**config.mk**
```make
export PLATFORM = sky130hd
export DESIGN_NAME = board_rst_status_ctrl
export DESIGN_NICKNAME = d
export VERILOG_FILES = /design/src/rtl/board_rst_status_ctrl.sv
export SDC_FILE = /design/constraint.sdc
export NUM_CORES = 1
export LEC_CHECK = 0
export CAP_MARGIN = 20
export CORE_UTILIZATION = 40
export CTS_BUF_LIST = sky130_fd_sc_hd__clkbuf_4 sky130_fd_sc_hd__clkbuf_8
export DETAILED_ROUTE_END_ITERATION = 10
export PLACE_DENSITY = 0.66
export SYNTH_ARGS = -nofsm -noshare
export SYNTH_HDL_FRONTEND = slang
export SYNTH_SLANG_ARGS = --single-unit
```
**constraint.sdc**
```tcl
create_clock -name clk_gen -period 1.85 [get_ports clk_gen]
set_input_delay 0.185 -clock clk_gen [delete_from_list [all_inputs] [get_ports clk_gen]]
set_output_delay 0.185 -clock clk_gen [all_outputs]
set_load 0.05 [all_outputs]
```
**src/rtl/board_rst_status_ctrl.sv**
```systemverilog
// Board reset sequencer and status-LED controller.
// Debounced button + PLL-lock gated SoC reset release, exit latch, LED bank.
//
// Ports:
//   clk_gen, rst_n         clock, async active-low reset
//   btn_rst_i              raw reset button (async, active-high)
//   pll_locked_i           clock wizard lock (async)
//   sw_rst_req_i           one-cycle software reset request (clk_gen domain)
//   exit_valid_i           SoC exit valid (async)
//   exit_value_i[31:0]     SoC exit value, stable while exit_valid_i is high
//   soc_rst_no             SoC reset, active-low
//   exit_done_o            exit status latched
//   exit_code_o[31:0]      latched exit value
//   state_o[1:0]           HOLD=0, WAIT_LOCK=1, COUNT=2, RUN=3
//   led_o[NUM_LED-1:0]     status LEDs, active-high
//
// Optional: define BOARD_RST_SW_RESET_EN to let sw_rst_req_i restart the
// hold period from S_RUN. Without it the port is ignored.
module board_rst_status_ctrl #(
    parameter int NUM_LED         = 4,
    parameter int SYNC_STAGES     = 2,
    parameter int DEBOUNCE_CYCLES = 65536,
    parameter int RST_HOLD_CYCLES = 1024,
    parameter int BLINK_SLOW_LOG2 = 27,
    parameter int BLINK_FAST_LOG2 = 23
) (
    input  logic               clk_gen,
    input  logic               rst_n,
    input  logic               btn_rst_i,
    input  logic               pll_locked_i,
    input  logic               sw_rst_req_i,
    input  logic               exit_valid_i,
    input  logic [31:0]        exit_value_i,
    output logic               soc_rst_no,
    output logic               exit_done_o,
    output logic [31:0]        exit_code_o,
    output logic [1:0]         state_o,
    output logic [NUM_LED-1:0] led_o
);

    typedef enum logic [1:0] {
        S_HOLD      = 2'd0,
        S_WAIT_LOCK = 2'd1,
        S_COUNT     = 2'd2,
        S_RUN       = 2'd3
    } state_e;

    localparam int DB_W   = $clog2(DEBOUNCE_CYCLES + 1);
    localparam int HOLD_W = $clog2(RST_HOLD_CYCLES + 1);

    localparam logic [DB_W-1:0]   DB_LAST   = DB_W'(DEBOUNCE_CYCLES - 1);
    localparam logic [HOLD_W-1:0] HOLD_LAST = HOLD_W'(RST_HOLD_CYCLES - 1);

    if (NUM_LED < 4) begin : g_bad_num_led
        $error("NUM_LED must be at least 4");
    end
    if (SYNC_STAGES < 2) begin : g_bad_sync
        $error("SYNC_STAGES must be at least 2");
    end
    if (BLINK_FAST_LOG2 > BLINK_SLOW_LOG2) begin : g_bad_blink
        $error("BLINK_FAST_LOG2 must not exceed BLINK_SLOW_LOG2");
    end

    // ------------------------------------------------------------------
    // Input synchronisers
    // ------------------------------------------------------------------
    logic [SYNC_STAGES-1:0] btn_sync_q;
    logic [SYNC_STAGES-1:0] lock_sync_q;
    logic [SYNC_STAGES-1:0] xv_sync_q;
    logic                   btn_s;
    logic                   lock_s;
    logic                   xv_s;

    always_ff @(posedge clk_gen or negedge rst_n) begin
        if (!rst_n) begin
            btn_sync_q  <= '0;
            lock_sync_q <= '0;
            xv_sync_q   <= '0;
        end else begin
            btn_sync_q  <= {btn_sync_q[SYNC_STAGES-2:0], btn_rst_i};
            lock_sync_q <= {lock_sync_q[SYNC_STAGES-2:0], pll_locked_i};
            xv_sync_q   <= {xv_sync_q[SYNC_STAGES-2:0], exit_valid_i};
        end
    end

    assign btn_s  = btn_sync_q[SYNC_STAGES-1];
    assign lock_s = lock_sync_q[SYNC_STAGES-1];
    assign xv_s   = xv_sync_q[SYNC_STAGES-1];

    // ------------------------------------------------------------------
    // Button debounce
    // ------------------------------------------------------------------
    logic            btn_db_q;
    logic [DB_W-1:0] db_cnt_q;

    always_ff @(posedge clk_gen or negedge rst_n) begin
        if (!rst_n) begin
            btn_db_q <= 1'b0;
            db_cnt_q <= '0;
        end else if (btn_s == btn_db_q) begin
            db_cnt_q <= '0;
        end else if (db_cnt_q == DB_LAST) begin
            // Counter value DB_LAST marks the last of the stable cycles.
            btn_db_q <= btn_s;
            db_cnt_q <= '0;
        end else begin
            db_cnt_q <= db_cnt_q + 1'b1;
        end
    end

    // ------------------------------------------------------------------
    // Reset sequencer FSM
    // ------------------------------------------------------------------
    state_e              state_q;
    state_e              state_d;
    logic [HOLD_W-1:0]   hold_cnt_q;
    logic                soc_rst_d;
    logic                soc_rst_q;

    always_ff @(posedge clk_gen or negedge rst_n) begin
        if (!rst_n) begin
            state_q <= S_HOLD;
        end else begin
            state_q <= state_d;
        end
    end

    always_comb begin
        state_d = state_q;
        if (btn_db_q) begin
            state_d = S_HOLD;
        end else if (!lock_s && (state_q != S_HOLD)) begin
            state_d = S_WAIT_LOCK;
        end else begin
            unique case (state_q)
                S_HOLD: begin
                    state_d = S_WAIT_LOCK;
                end
                S_WAIT_LOCK: begin
                    if (lock_s) begin
                        state_d = S_COUNT;
                    end
                end
                S_COUNT: begin
                    if (hold_cnt_q == HOLD_LAST) begin
                        state_d = S_RUN;
                    end
                end
                S_RUN: begin
`ifdef BOARD_RST_SW_RESET_EN
                    if (sw_rst_req_i) begin
                        state_d = S_COUNT;
                    end
`endif
                end
                default: begin
                    state_d = S_HOLD;
                end
            endcase
        end
    end

    always_comb begin
        soc_rst_d = (state_d == S_RUN);
    end

`ifndef BOARD_RST_SW_RESET_EN
    logic unused_sw_rst_req;
    assign unused_sw_rst_req = sw_rst_req_i;
`endif

    // Cleared on any entry into S_COUNT, including a restart from S_RUN.
    always_ff @(posedge clk_gen or negedge rst_n) begin
        if (!rst_n) begin
            hold_cnt_q <= '0;
        end else if ((state_d == S_COUNT) && (state_q != S_COUNT)) begin
            hold_cnt_q <= '0;
        end else if (state_q == S_COUNT) begin
            hold_cnt_q <= hold_cnt_q + 1'b1;
        end
    end

    always_ff @(posedge clk_gen or negedge rst_n) begin
        if (!rst_n) begin
            soc_rst_q <= 1'b0;
        end else begin
            soc_rst_q <= soc_rst_d;
        end
    end

    // ------------------------------------------------------------------
    // Exit status latch
    // ------------------------------------------------------------------
    logic        xv_prev_q;
    logic        xv_rise;
    logic        exit_done_q;
    logic [31:0] exit_code_q;

    assign xv_rise = xv_s & ~xv_prev_q;

    always_ff @(posedge clk_gen or negedge rst_n) begin
        if (!rst_n) begin
            xv_prev_q <= 1'b0;
        end else begin
            xv_prev_q <= xv_s;
        end
    end

    // Only latches while staying in S_RUN; any exit from S_RUN clears it.
    always_ff @(posedge clk_gen or negedge rst_n) begin
        if (!rst_n) begin
            exit_done_q <= 1'b0;
            exit_code_q <= '0;
        end else if ((state_q == S_RUN) && (state_d == S_RUN)) begin
            if (xv_rise && !exit_done_q) begin
                exit_done_q <= 1'b1;
                exit_code_q <= exit_value_i;
            end
        end else begin
            exit_done_q <= 1'b0;
            exit_code_q <= '0;
        end
    end

    // ------------------------------------------------------------------
    // Heartbeat counter
    // ------------------------------------------------------------------
    logic [BLINK_SLOW_LOG2-1:0] hb_cnt_q;

    always_ff @(posedge clk_gen or negedge rst_n) begin
        if (!rst_n) begin
            hb_cnt_q <= '0;
        end else begin
            hb_cnt_q <= hb_cnt_q + 1'b1;
        end
    end

    // ------------------------------------------------------------------
    // LED bank
    // ------------------------------------------------------------------
    logic [31:0]        code_masked;
    logic [NUM_LED-1:0] led_code;
    logic [NUM_LED-1:0] led_d;
    logic [NUM_LED-1:0] led_q;

    assign code_masked = exit_done_q ? exit_code_q : 32'd0;

    // Exit-code bits start at LED 4; the cast drops or zero-fills the rest.
    assign led_code = NUM_LED'({code_masked, 4'b0000});

    always_comb begin
        led_d    = led_code;
        led_d[0] = soc_rst_q;
        led_d[1] = hb_cnt_q[BLINK_SLOW_LOG2-1];
        if (!exit_done_q) begin
            led_d[2] = 1'b0;
        end else if (exit_code_q == 32'd0) begin
            led_d[2] = 1'b1;
        end else begin
            led_d[2] = hb_cnt_q[BLINK_FAST_LOG2-1];
        end
        led_d[3] = lock_s;
    end

    always_ff @(posedge clk_gen or negedge rst_n) begin
        if (!rst_n) begin
            led_q <= '0;
        end else begin
            led_q <= led_d;
        end
    end

    // ------------------------------------------------------------------
    // Outputs
    // ------------------------------------------------------------------
    assign soc_rst_no  = soc_rst_q;
    assign exit_done_o = exit_done_q;
    assign exit_code_o = exit_code_q;
    assign state_o     = state_q;
    assign led_o       = led_q;

endmodule

```
---- Word-level counts from Yosys, hierarchy flattened ----
Cells that the tools add are included.
cells by class
  add/sub/neg operators ................... 3
  eq/ne operators ......................... 10
  muxes and demuxes ....................... 15
  bitwise logic cells ..................... 3
  reduce and logical (&&, ||, !) cells .... 11
operators by type and width
  cell                                                   count
  2-to-1 mux 32 bit                                      2
  2-to-1 mux 17 bit                                      2
  logical NOT 32 bit                                     1
  adder 27 x 1 -> 27 bit, second input constant          1
  2-to-1 mux 11 bit                                      2
  adder 17 x 1 -> 17 bit, second input constant          1
  equality test 17 x 16 -> 1 bit, second input constant  1
  adder 11 x 1 -> 11 bit, second input constant          1
  equality test 11 x 10 -> 1 bit, second input constant  1
  equality test 2 bit, second input constant             4
  2-to-1 mux 2 bit                                       4
  one-hot mux 2 bit (3 select lines)                     1
  logical AND 1 bit                                      4
  2-to-1 mux 1 bit                                       4
  nonzero test 2 bit                                     2
  equality test 2 x 1 -> 1 bit, second input constant    1
  logical NOT 1 bit                                      2
  logical NOT 2 bit                                      1
  != test 2 x 1 -> 1 bit, second input constant          1
  != test 2 bit, second input constant                   1
  NOT 1 bit                                              2
  AND reduction 2 bit                                    1
  AND 1 bit                                              1
  equality test 1 bit                                    1
word-level totals
  register bits ........................... 103
  input port bits ......................... 38
  output and inout port bits .............. 40
  logic and storage cells ................. 55

---- Depth between registers and ports, before layout ----
  depth in word-level cells ............... 8
  depth in mapped cells ................... 7
  gate-level depth less buffers ........... 5

---- Worst setup path after synthesis ----
Ideal clock, no wire load.
  kind .................................... register to register
  start ................................... register state_q[1], in the netlist state_o[1]
  end ..................................... register state_q[0], in the netlist state_o[0]
  data arrival time ....................... 2001 ps
  data required time ...................... 1768 ps
  slack ................................... -233 ps
  cell stages (with the launch flop) ...... 6
  buffers on the path ..................... 1
  path through ............................ dfrtp_1 -> buf_2 -> and2b_1 -> nand4_2 -> or4_1 -> a31oi_1
on the way
  longest elaborated chain between the ends .. 4
  elaborated cells between the ends (all ways) .. 8
  those cells by class .................... eq/ne: 2; mux: 3; reduce/logical: 3
RTL lines
  item                                                                            line      RTL
  from (decl)                                                                     114       state_e state_q;
  from (signal assigned)                                                          124       state_q <= state_d;
  equality test 2 bit (tied with other cells)                                     135       unique case (state_q)
  one-hot mux 2 bit (3 select lines) / logical AND 1 bit (equally long branches)  135, 132
  2-to-1 mux 2 bit (*)                                                            132       end else if (!lock_s && (state_q != S_HOLD)) begin
  2-to-1 mux 2 bit (*)                                                            130       if (btn_db_q) begin
  named net state_d[0]                                                            115       state_e state_d;
Mark *: on every way through the listed nets, which the timed path passes. The rest lies on a longest branch.
A chain may end at the register's enable or synchronous reset.

---- Final worst setup path ----
  start ................................... register db_cnt_q[0]
  end ..................................... register db_cnt_q[14]
on the way
  longest elaborated chain between the ends .. 3
  elaborated cells between the ends (all ways) .. 4
  those cells by class .................... add/sub: 1; eq/ne: 1; mux: 2
RTL lines
  item                                                                             line      RTL
  from (decl)                                                                      94        logic [DB_W-1:0] db_cnt_q;
  from (signal assigned)                                                           107       db_cnt_q <= db_cnt_q + 1'b1;
  adder 17 x 1 -> 17 bit / equality test 17 x 16 -> 1 bit (equally long branches)  107, 102
  2-to-1 mux 17 bit (*)                                                            102       end else if (db_cnt_q == DB_LAST) begin
  2-to-1 mux 17 bit (*)                                                            100       end else if (btn_s == btn_db_q) begin
Every way passes the cells marked *; elsewhere a longest branch is shown, timed or not.

==> flow_metrics.tcl <==
set metrics [dict create \
    finalSetupViolations 0 \
    cellPowerDensity_nw_per_um2 737 \
    die_h_um 106 \
    layout.nets 552 \
    drt_iter0_markers 210 \
    clkLatencyLatePin_ps 370 \
    async_reset_ff_share_pct 100 \
    wl_mm 8.77 \
    place.gp.congestion 0.765 \
    ios 78 \
    hold_path_startpoint "btn_rst_i" \
    overflow 0 \
    r2r_setup_slack_ps 50 \
    firstDrtPassIters 6 \
    ys_ff_latch 103 \
    grt_pass1_wl_mm 15.6 \
    syn_nets 455 \
    hold_violations 0 \
    grt.total_usage_pct 17.3 \
    via_count 3241 \
    drv_slew 0 \
    grt_pass1_vias 3282 \
    diodes 0 \
    clock_sinks 103 \
    yosysWarnings 0 \
    postSynthCellCount 414 \
    synth_edf_count 0 \
    r2r-end "db_cnt_q[14]$_DFF_PN0_" \
    ys_seq_area_share_pct 59.7 \
    rr_startpoint "db_cnt_q[0]$_DFF_PN0_" \
    hold-path-cell-count 1 \
    relSlewSlack_pct 63.7 \
    syn_area_um2 4320 \
    antenna_found_initial 0 \
    status "complete, no violations" \
    hold_slack_ps 266 \
    finish.utilization_pct 54.0 \
    io_buffers 76 \
    fmax_ghz 0.555 \
    rr_worst_depth 5 \
    finalCritPeriodShare_pct 97.4 \
    tightest_slew_ps 544 \
    dp_hpwl_mm 6.17 \
    h-tree-depth 3 \
    dieArea_um2 11200 \
    critPathLaunchType "register" \
    cts_buffer_depth 2 \
    required_ps 2150 \
    cts-root-buf "clkbuf_8" \
    clkSlewWorstSetupHoldPaths_ps 100 \
    start_util_pct 41.5 \
    worstPathMaxFanout 5 \
    avgRoutedWirePerCell_um 13.5 \
    peakVddDrop_mv 0.389 \
    routed_via_density 4.97 \
    ys_types 38 \
    cts_tree "yes" \
    leakage_nw 2.48 \
    hold_end "btn_sync_q[0]$_DFF_PN0_" \
    area_growth_pct 30.1 \
    grt_max_degree 38 \
    cap_violations 0 \
    worstPathArrival_ps 2100 \
    power_w 0.00414 \
    min_path_type "primary input to register" \
    grt_setup_unrepaired "true" \
    core_um2 10400 \
    avgSynthCellArea_um2 10.4 \
    skew_ps 14.1 \
    rows 37 \
    path_class "register to register" \
    fp.dieW_um 106 \
    numCtsBuffers 9 \
    synth_ff_type "dfrtp_1" \
    postRouteAntennaNets 0 \
    end_kind "register" \
    drive_above_1_share_pct 10.7 \
    finalCriticalPeriod_ps 1800 \
    drc 0 \
]
[layout by cell type (no fill, tap or decap), drive strengths merged, types with 2 or more instances in the layout]
cell type,netlist,routed
buf,4,25
o211ai,3,3
dlymetal6s2s,0,2
nand3b,2,2
dlygate4sd2,0,2
and4,3,3
dfrtp,103,103
nor4,11,11
mux2i,4,4
clkbuf,9,9
xor2,13,13
a21oi,35,35
and3,5,5
nor2,32,32
nand4,18,18
or4,2,2
inv,7,12
o31ai,3,3
nor3b,2,2
xnor2,29,29
ha,3,3
clkdlybuf4s50,0,69
nor3,6,6
nor2b,2,2
nand3,20,20
nand2,87,87
clkinvlp,0,2
[how the worst max path moves through the flow]
stage,start,to,cells after the start
2_1_floorplan,db_cnt_q[0]$_DFF_PN0_,db_cnt_q[10]$_DFF_PN0_,7
3_3_place_gp,db_cnt_q[0]$_DFF_PN0_,db_cnt_q[14]$_DFF_PN0_,5
3_5_place_dp,db_cnt_q[1]$_DFF_PN0_,db_cnt_q[14]$_DFF_PN0_,5
4_1_cts,db_cnt_q[0]$_DFF_PN0_,db_cnt_q[14]$_DFF_PN0_,5
5_1_grt,db_cnt_q[0]$_DFF_PN0_,db_cnt_q[14]$_DFF_PN0_,5
6_report,db_cnt_q[0]$_DFF_PN0_,db_cnt_q[14]$_DFF_PN0_,5
[registers in the layout, summed over array words and instances, names as in the netlist]
signal,flops
state_o,2
xv_prev_q,1
hold_cnt_q,11
hb_cnt_q,27
soc_rst_no,1
btn_sync_q,2
exit_done_o,1
db_cnt_q,17
exit_code_o,32
lock_sync_q,2
btn_db_q,1
xv_sync_q,2
led_o,4
[repair_timing]
item	in CTS	in global routing
endpoints found under the hold margin	35	0
endpoints found under the setup margin	6	6
gates cloned	0	0
hold buffers	1	0
resized for setup	3	5
buffers inserted	0	1
pin swaps	0	0
[final cells by class]
class | instances | area (um^2)
clock buffers | 9 | 124
clock inverters | 7 | 61.3
well taps | 136 | 170
inverters | 7 | 26.3
flip-flops and latches | 103 | 2580
multi-input cells | 291 | 1700
fillers | 913 | 4800
repair buffers | 99 | 963
[per-stage QoR]
step	worst slack, ps	TNS [ps]	std cells	instance area [um^2]
final	48.0	0	652	5620
after global routing	-32.9	-47.1	652	5620
after CTS	37.7	0	651	5600
after detailed placement	-24.7	-24.7	634	5400
after global placement	4.11	0	634	5400
after floorplan	-4.35	-37.1	414	4360
[per-layer routing]
| layer | vias up | GRT usage (%) | share of wire, % |
|---|---|---|---|
| met5 | - | 0 | 0 |
| met4 | 0 | 5.06 | 1.6 |
| li1 | 1604 | - | - |
| met3 | 16 | 4.84 | 5.6 |
| met2 | 73 | 27.0 | 47 |
| met1 | 1548 | 23.7 | 46 |
[worst max-delay path: stages, from the launching register on]
cell and delay [ps]:
dfrtp_1 360, ha_2 190, nand2_2 60, or4_4 560, or4b_1 480, nand2_1 90
[cells by family after synthesis]
kind of cell | synth area share, %
xor gates and xnor gates | 8.51
muxes | 1.19
DFF | 59.7
buffers and inverters | 1.91
and+or+nand+nor | 21.4
AOI/OAI and AO/OA | 6.46
adders and majority gates | 0.869
[synth_stat cells, types with 2 or more instances]
cell	n	area (um^2)
nor2b_1	2	12.5
xnor2_1	29	254
or4_1	2	15.0
inv_1	7	26.3
dfrtp_1	103	2580
ha_1	3	37.5
and4_1	3	26.3
a21oi_1	35	175
nand3b_1	2	15.0
buf_2	3	15.0
nor3_1	6	30.0
xor2_1	13	114
nand4_1	16	100
clkbuf_1	9	33.8
o211ai_1	3	22.5
nor4_1	11	68.8
nor3b_1	2	15.0
o31ai_1	2	15.0
and3_1	5	31.3
nand3_1	20	100
mux2i_1	4	40.0
nand2_1	87	327
nor2_1	32	120
[power breakdown]
part	internal (W)	switching (W)	total, W
registers	0.00230	0.0000373	0.00234
logic	0.000192	0.000284	0.000476
clock network	0.000518	0.000813	0.00133
total	0.00301	0.00113	0.00414
Note: power is estimated with default switching activity, not from simulation.
